**src/rtl/adder32_slice_seq_if.sv**
```systemverilog
// rtl/adder32_slice_seq_if.sv - operand/result valid-ready bundle for adder32_slice_seq
interface adder32_slice_seq_if #(
    parameter int WIDTH = 32
) ();
    localparam int NSLICE = WIDTH / 4;

    logic              in_valid;
    logic              in_ready;
    logic [WIDTH-1:0]  in_a;
    logic [WIDTH-1:0]  in_b;
    logic [NSLICE-1:0] approx_mask;
    logic              out_valid;
    logic              out_ready;
    logic [WIDTH-1:0]  out_sum;
    logic              out_cout;

    modport master (
        output in_valid, in_a, in_b, approx_mask, out_ready,
        input  in_ready, out_valid, out_sum, out_cout
    );

    modport slave (
        input  in_valid, in_a, in_b, approx_mask, out_ready,
        output in_ready, out_valid, out_sum, out_cout
    );
endinterface

```
**src/rtl/adder32_slice_seq.sv**
```systemverilog
// rtl/adder32_slice_seq.sv - sequenced nibble-slice adder, optional ADDER_ERR_STAT_EN error counter
module adder32_slice_seq #(
    parameter int WIDTH = 32,
    parameter int CNTW  = 16
) (
    input  logic                  clk,
    input  logic                  rst,
    adder32_slice_seq_if.slave    bus,
    output logic                  busy
`ifdef ADDER_ERR_STAT_EN
    ,
    output logic [CNTW-1:0]       err_count
`endif
);
    localparam int NSLICE = WIDTH / 4;
    localparam int IDXW   = (NSLICE > 1) ? $clog2(NSLICE) : 1;

    localparam logic [1:0] IDLE = 2'd0;
    localparam logic [1:0] RUN  = 2'd1;
    localparam logic [1:0] DONE = 2'd2;

    if ((WIDTH % 4) != 0 || WIDTH < 4 || CNTW < 1) begin : g_bad_param
        $error("adder32_slice_seq: WIDTH must be a positive multiple of 4 and CNTW >= 1");
    end

    logic [1:0]        state;
    logic [WIDTH-1:0]  a_r;
    logic [WIDTH-1:0]  b_r;
    logic [WIDTH-1:0]  sum_r;
    logic [NSLICE-1:0] mask_r;
    logic              carry_r;
    logic              cout_r;
    logic [IDXW-1:0]   idx;

    logic [3:0]        a_nib;
    logic [3:0]        b_nib;
    logic              mask_bit;
    logic              cin;
    logic [4:0]        slice_res;
    logic              last;

    // Constant-index mux keeps the nibble select free of computed bit offsets.
    always_comb begin
        a_nib    = 4'd0;
        b_nib    = 4'd0;
        mask_bit = 1'b0;
        for (int i = 0; i < NSLICE; i++) begin
            if (idx == IDXW'(i)) begin
                a_nib    = a_r[4*i +: 4];
                b_nib    = b_r[4*i +: 4];
                mask_bit = mask_r[i];
            end
        end
        cin       = (idx == '0 || mask_bit) ? 1'b0 : carry_r;
        slice_res = {1'b0, a_nib} + {1'b0, b_nib} + {4'd0, cin};
        last      = (idx == IDXW'(NSLICE - 1));
    end

    always_ff @(posedge clk or posedge rst) begin
        if (rst) begin
            state   <= IDLE;
            a_r     <= '0;
            b_r     <= '0;
            mask_r  <= '0;
            sum_r   <= '0;
            carry_r <= 1'b0;
            cout_r  <= 1'b0;
            idx     <= '0;
        end else begin
            case (state)
                IDLE: begin
                    if (bus.in_valid) begin
                        a_r     <= bus.in_a;
                        b_r     <= bus.in_b;
                        mask_r  <= bus.approx_mask;
                        sum_r   <= '0;
                        carry_r <= 1'b0;
                        cout_r  <= 1'b0;
                        idx     <= '0;
                        state   <= RUN;
                    end
                end
                RUN: begin
                    for (int i = 0; i < NSLICE; i++) begin
                        if (idx == IDXW'(i)) begin
                            sum_r[4*i +: 4] <= slice_res[3:0];
                        end
                    end
                    carry_r <= slice_res[4];
                    if (last) begin
                        cout_r <= slice_res[4];
                        state  <= DONE;
                    end else begin
                        idx <= idx + 1'b1;
                    end
                end
                DONE: begin
                    if (bus.out_ready) begin
                        idx   <= '0;
                        state <= IDLE;
                    end
                end
                default: state <= IDLE;
            endcase
        end
    end

    assign bus.in_ready  = (state == IDLE);
    assign bus.out_valid = (state == DONE);
    assign bus.out_sum   = sum_r;
    assign bus.out_cout  = cout_r;
    assign busy          = (state == RUN);

`ifdef ADDER_ERR_STAT_EN
    logic       sh_carry;
    logic       sh_cin;
    logic       mism;
    logic [4:0] sh_res;

    assign sh_cin = (idx == '0) ? 1'b0 : sh_carry;
    assign sh_res = {1'b0, a_nib} + {1'b0, b_nib} + {4'd0, sh_cin};

    // Intermediate carries may legitimately differ; only sum nibbles and the final carry count.
    always_ff @(posedge clk or posedge rst) begin
        if (rst) begin
            sh_carry  <= 1'b0;
            mism      <= 1'b0;
            err_count <= '0;
        end else if (state == IDLE && bus.in_valid) begin
            sh_carry <= 1'b0;
            mism     <= 1'b0;
        end else if (state == RUN) begin
            sh_carry <= sh_res[4];
            if (last) begin
                if ((mism || sh_res != slice_res) && err_count != {CNTW{1'b1}}) begin
                    err_count <= err_count + 1'b1;
                end
            end else if (sh_res[3:0] != slice_res[3:0]) begin
                mism <= 1'b1;
            end
        end
    end
`endif
endmodule

```
**src/flat_wrapper.sv**
```systemverilog
// flat-port wrapper written by rule: the top's interface ports become plain ports
module adder32_slice_seq_flat 
#(
    parameter int WIDTH = 32,
    parameter int CNTW  = 16
)
  (clk, rst, busy, bus_in_valid, bus_in_a, bus_in_b, bus_approx_mask, bus_out_ready, bus_in_ready, bus_out_valid, bus_out_sum, bus_out_cout);
  adder32_slice_seq_if #(.WIDTH(WIDTH)) bus_i ();
  input  logic clk;
  input  logic rst;
  output logic busy;
  input wire logic [$bits(bus_i.in_valid)-1:0] bus_in_valid;
  input wire logic [$bits(bus_i.in_a)-1:0] bus_in_a;
  input wire logic [$bits(bus_i.in_b)-1:0] bus_in_b;
  input wire logic [$bits(bus_i.approx_mask)-1:0] bus_approx_mask;
  input wire logic [$bits(bus_i.out_ready)-1:0] bus_out_ready;
  output wire logic [$bits(bus_i.in_ready)-1:0] bus_in_ready;
  output wire logic [$bits(bus_i.out_valid)-1:0] bus_out_valid;
  output wire logic [$bits(bus_i.out_sum)-1:0] bus_out_sum;
  output wire logic [$bits(bus_i.out_cout)-1:0] bus_out_cout;
  assign bus_i.in_valid = bus_in_valid;
  assign bus_i.in_a = bus_in_a;
  assign bus_i.in_b = bus_in_b;
  assign bus_i.approx_mask = bus_approx_mask;
  assign bus_i.out_ready = bus_out_ready;
  assign bus_in_ready = bus_i.in_ready;
  assign bus_out_valid = bus_i.out_valid;
  assign bus_out_sum = bus_i.out_sum;
  assign bus_out_cout = bus_i.out_cout;
  adder32_slice_seq #(.WIDTH(WIDTH), .CNTW(CNTW)) u_core (.clk(clk), .rst(rst), .bus(bus_i), .busy(busy));
endmodule
```
**config.mk**
```make
export PLATFORM = sky130hd
export DESIGN_NAME = adder32_slice_seq_flat
export DESIGN_NICKNAME = d
export VERILOG_FILES = /design/src/rtl/adder32_slice_seq_if.sv /design/src/rtl/adder32_slice_seq.sv /design/src/flat_wrapper.sv
export SDC_FILE = /design/constraint.sdc
export NUM_CORES = 1
export LEC_CHECK = 0
export ABC_AREA = 1
export ABC_CLOCK_PERIOD_IN_PS = 7200
export CAP_MARGIN = 40
export CORE_MARGIN = 2
export CORE_UTILIZATION = 45
export CTS_CLUSTER_DIAMETER = 60
export CTS_CLUSTER_SIZE = 30
export DETAILED_ROUTE_END_ITERATION = 16
export PLACE_DENSITY = 0.8
export SLEW_MARGIN = 20
export SYNTH_ARGS = -nofsm -noshare
export SYNTH_HDL_FRONTEND = slang
export SYNTH_SLANG_ARGS = --single-unit
```
**constraint.sdc**
```tcl
create_clock -name clk -period 7.2 [get_ports clk]
set_input_delay 1.44 -clock clk [delete_from_list [all_inputs] [get_ports clk]]
set_output_delay 1.44 -clock clk [all_outputs]
set_load 0.02 [all_outputs]
```
# After elaboration in Yosys (flattened, before gate mapping)
# Cells that the tools add are included.
# word_totals
reg_bits	111
latchBits	0
mem_bits_rw	0
mem_bits_ro	0
in_bits	76
out_inout_bits	36
wordCells	102
memories	0
# op_classes
addsub	3
mul	0
n_div	0
order_cmp	0
eq_ne	20
shifts	0
muxes	47
bitwise_logic	0
n_reduce_logical	17
# op_table
op	n
$mux 4	24
$pmux 32 s2	1
$mux 32	1
$reduce_and 3->1	9
$ne 2x1->1 const B	8
$eq 3x3->1 const B	4
$mux 1	11
$mux 3	3
$pmux 3 s3	1
$eq 3x2->1 const B	2
$mux 2	3
$ne 2x2->1 const B	3
$pmux 2 s3	1
$add 4x4->5	1
$add 5x1->5	1
$pmux 1 s2	2
$reduce_and 2->1	2
$reduce_and 4->1	1
$add 3x1->3 const B	1
$eq 3x1->1 const B	1
$logic_not 3->1	1
$reduce_bool 3->1	1
$eq 2x1->1 const B	1
$eq 2x2->1 const B	1
3 further kinds	3

# Longest topological paths before layout
# depth
ltp_word	14
ltp_mapped	20

# Worst setup path after synthesis
# OpenSTA, ideal clock, no wires.
# synth_timing
kind	flip-flop to flip-flop
startpoint	reg u_core.idx[0]
endpoint	reg u_core.sum_r[1], in the netlist u_core.bus.out_sum[1]
setup_ns	0.066
arrival_ns	2.804
t_required_ns	7.134
slack_ns	4.331
stages_incl_launch_ff	17
n_path_buf	2
period_less_slack_ns	2.869
path_cell_list	dfrtp_1 > ha_1 > ha_1 > buf_2 > inv_1 > buf_2 > nand3_1 > nand3_1 > nand2_1 > nand2_1 > a21oi_1 > fa_1 > inv_1 > fa_1 > nor2_1 > nand2_1 > nand2_1
# synth_between
elab_chain_len	14
elab_cells_between_ends	40
classes_between	2 x add/sub; 8 x eq/ne; 27 x mux; 3 x reduce/logical
# synth_lines
element	line_no	rtl
from (decl)	adder32_slice_seq.sv:33	logic [IDXW-1:0] idx;
from (signal assigned)	adder32_slice_seq.sv:94	idx <= idx + 1'b1;
parallel branches: the longest is 14 deep, another holds $add 4x4->5	n/a	
to (signal, indexed assignment)	adder32_slice_seq.sv:86	sum_r[4*i +: 4] <= slice_res[3:0];
to (decl)	adder32_slice_seq.sv:29	logic [WIDTH-1:0] sum_r;
# Several ways; the timed one is not identified. The select of a mux whose other input is x is not followed.
# A chain may end at the register's enable or synchronous reset.

# Worst setup path in the final report
# layout_timing
startpoint	reg u_core.state[1]
endpoint	out busy
# layout_between
elab_chain_len	1
# layout_lines
element	line_no	rtl
from (decl)	adder32_slice_seq.sv:26	logic [1:0] state;
from (signal assigned)	adder32_slice_seq.sv:61	state <= IDLE;
from (signal assigned)	adder32_slice_seq.sv:80	state <= RUN;
from (signal assigned)	adder32_slice_seq.sv:92	state <= DONE;
$eq 2x1->1	adder32_slice_seq.sv:112	assign busy = (state == RUN);
to (decl)	flat_wrapper.sv:11	output logic busy;
# No other way between the ends.

==> results.yml <==
setup_path:
  cp_max_fo: 11
  slowest_delay_ps: 730
  crit_family: "buffers and inverters"
  path_buf_inv: 3
  worst_ep_arrival_time_ps: 2330
  rr_endpoint: "u_core.bus.out_sum[9]$_DFFE_PP0P_"
  worstSetupPathType: "reg -> out"
  crit_top_cell: "inv_1"
  r2r_cells: 17
  critPathSlowestCell: "clkdlybuf4s50_1"
  worstPathCellList: "inv_1 -> nand2_2 -> inv_1 -> clkdlybuf4s50_1"
  cp-start-kind: "flip-flop"
  crit_path_end_kind: "output pin"
  r2r_start: "u_core.idx[1]$_DFFE_PP0P_"
  cp_data_required_time_ps: 5760
  worst-r2r-setup-slack_ps: 3530
cts:
  cts_tree: "yes"
  post-cts-setup-buffers: 0
  cts_resized: 0
  root_buffer: "clkbuf_16"
  h-tree-depth: 3
  clk_pin_slew_ps: 70
  hold_buffers: 0
  cts.sinks: 111
  insertion_delay_ps: 350
  clock_path_buffers: 2
  numCtsBuffers: 9
routing:
  wire_per_inst_um: 13.9
  dr.pass1.iters: 5
  drt-total-wl_mm: 13.4
  viasPerCell: 4.85
  route.detailed.drc: 0
  ant_nets: 0
  vias: 4661
  drt_iter0_markers: 397
final_layout:
  drive_gt1_frac: 0.0540
  regArea_mm2: 0.00278
  nets: 897
  syn_to_final_growth_pct: 27.4
  utilization: 0.582
  multi_input_area_mm2: 0.00225
  antenna_cells: 0
  layout_common_cells: "nand2_1 (368), clkdlybuf4s50_1 (111), dfrtp_1 (111)"
  fill_cells: 1052
  layout_commonest_cell: "nand2_1"
logic_synthesis:
  synth.distinct_cells: 26
  avgSynthCellArea_um2: 7.64
  yosys_warnings: 0
  syn_nets: 796
  syn_inst: 709
  syn-cell-area_mm2: 0.00542
  seq_area_frac_synth: 0.513
  ys_seq_elements: 111
die:
  dieArea_mm2: 0.0129
  ios: 112
  core_area_mm2: 0.0119
  die_x_um: 114
  start_util: 0.457
  die_h_um: 114
  row_count: 40
min_path:
  hold_end: "u_core.a_r[15]$_DFFE_PP0P_"
  worstHoldPathCells: 2
  hp-class: "reg -> reg"
  min_from: "u_core.a_r[15]$_DFFE_PP0P_"
global_route:
  grt_overflow: 0
  grt_max_degree: 57
  grt_pass1_wl_mm: 21.9
  antenna_found_initial: 0
  track_usage: 0.215
  grt_pass1_vias: 4528
placement:
  io_buffers: 111
  dp_hpwl_mm: 9.59
  gp_routability_congestion: 0.846
timing:
  setup_tns_ps: 0
  hold_violations: 0
  finalSetupViolations: 0
  period_share: 0.523
  final_max_slew_viol_count: 0
  min_period_ps: 3770
  maxSlewHeadroom: 0.501
  fin_skew_ps: 9.88
  fmax_ghz: 0.265
  rsz0062_at_grt: "no"
  tightest_slew_ps: 748
power:
  ir_worst_vdd_mv: 0.200
  p_leak_uw: 0.00360
  p_total_uw: 3210
  pwr_density_cell_mw_per_mm2: 465
run:
  maxCapViolCount: 0
run_status:
  status: "completed"
## area by class of cell
class,count,share of cell area
Clock buffer,9,0.0326
Clock inverter,7,0.0102
Inverter,63,0.0350
Multi-Input combinational cell,511,0.327
Sequential cell,111,0.403
Tap cell,147,0.0267
Timing Repair Buffer,114,0.166
## synth_stat cells, drive strengths merged
master    n  area (µm²)
a211oi    1        12.5
nand2   371        1400
dfrtp   111        2780
o21ba     1        10.0
nand3    30         150
ha        9         113
o31ai     1        7.51
clkbuf    6        22.5
or2       6        37.5
a21oi    20         171
o21ai    36         180
fa        2        40.0
buf      18         121
nor2     34         133
inv      61         231
clkinv    2        7.51
## tightest hold or removal path: stages (launching register included)
cell and delay, ps:
dfrtp_1 340, nand2_1 50, nand2_1 50
## sequential cells by signal (all words and copies together), names as in the netlist
| signal | count |
|---|---|
| u_core.a_r | 32 |
| u_core.b_r | 32 |
| u_core.bus.out_sum | 32 |
| u_core.mask_r | 8 |
| u_core.idx | 3 |
| u_core.state | 2 |
| u_core.bus.out_cout | 1 |
| u_core.carry_r | 1 |
## power breakdown
| part | internal [µW] | switching [µW] | leakage (µW) |
|---|---|---|---|
| Sequential | 911 | 150 | 0.00139 |
| Combinational | 581 | 1070 | 0.00206 |
| Clock | 271 | 231 | 0.000146 |
## through the flow
stage	cells	area [µm²]	hold WS [ps]	worst slack, ps
2_1_floorplan	709	5420	441	2830
3_3_place_gp	945	6580	456	2790
3_5_place_dp	946	6600	458	3300
4_1_cts	962	6900	477	3450
5_1_grt	962	6900	500	3260
6_report	962	6900	473	3430
## worst max path at each step
stage          slack, ps  depth (start not counted)                            endpoint                         from
2_1_floorplan       2830                          1           u_core.a_r[0]$_DFFE_PP0P_                          rst
3_3_place_gp        2790                          8  u_core.bus.out_sum[16]$_DFFE_PP0P_                 bus_in_valid
3_5_place_dp        3300                          8   u_core.bus.out_sum[4]$_DFFE_PP0P_                 bus_in_valid
4_1_cts             3450                          4                                busy  u_core.state[1]$_DFFE_PP0P_
5_1_grt             3260                         16   u_core.bus.out_sum[5]$_DFFE_PP0P_    u_core.idx[0]$_DFFE_PP0P_
6_report            3430                          4                                busy  u_core.state[1]$_DFFE_PP0P_
## logic make-up (layout without fill, tap and decap cells)
| kind of cell | Yosys count | count (layout) | synth area share |
|---|---|---|---|
| buffers and inverters | 87 | 193 | 0.0707 |
| AO/OA/AOI/OAI | 59 | 59 | 0.0705 |
| flip-flops | 111 | 111 | 0.513 |
| AND/OR/NAND/NOR | 441 | 441 | 0.318 |
| adder cells (fa/ha/maj) | 11 | 11 | 0.0282 |
## routing by layer
layer	wire, µm	GRT usage	up-vias	part of all wire
met5	0	0	-	0
met4	134	0.0602	0	0.010
met3	658	0.0329	10	0.049
met2	6300	0.353	126	0.47
met1	6310	0.301	2166	0.47
li1	-	-	2359	-
Power figures use the tool's default switching activity.
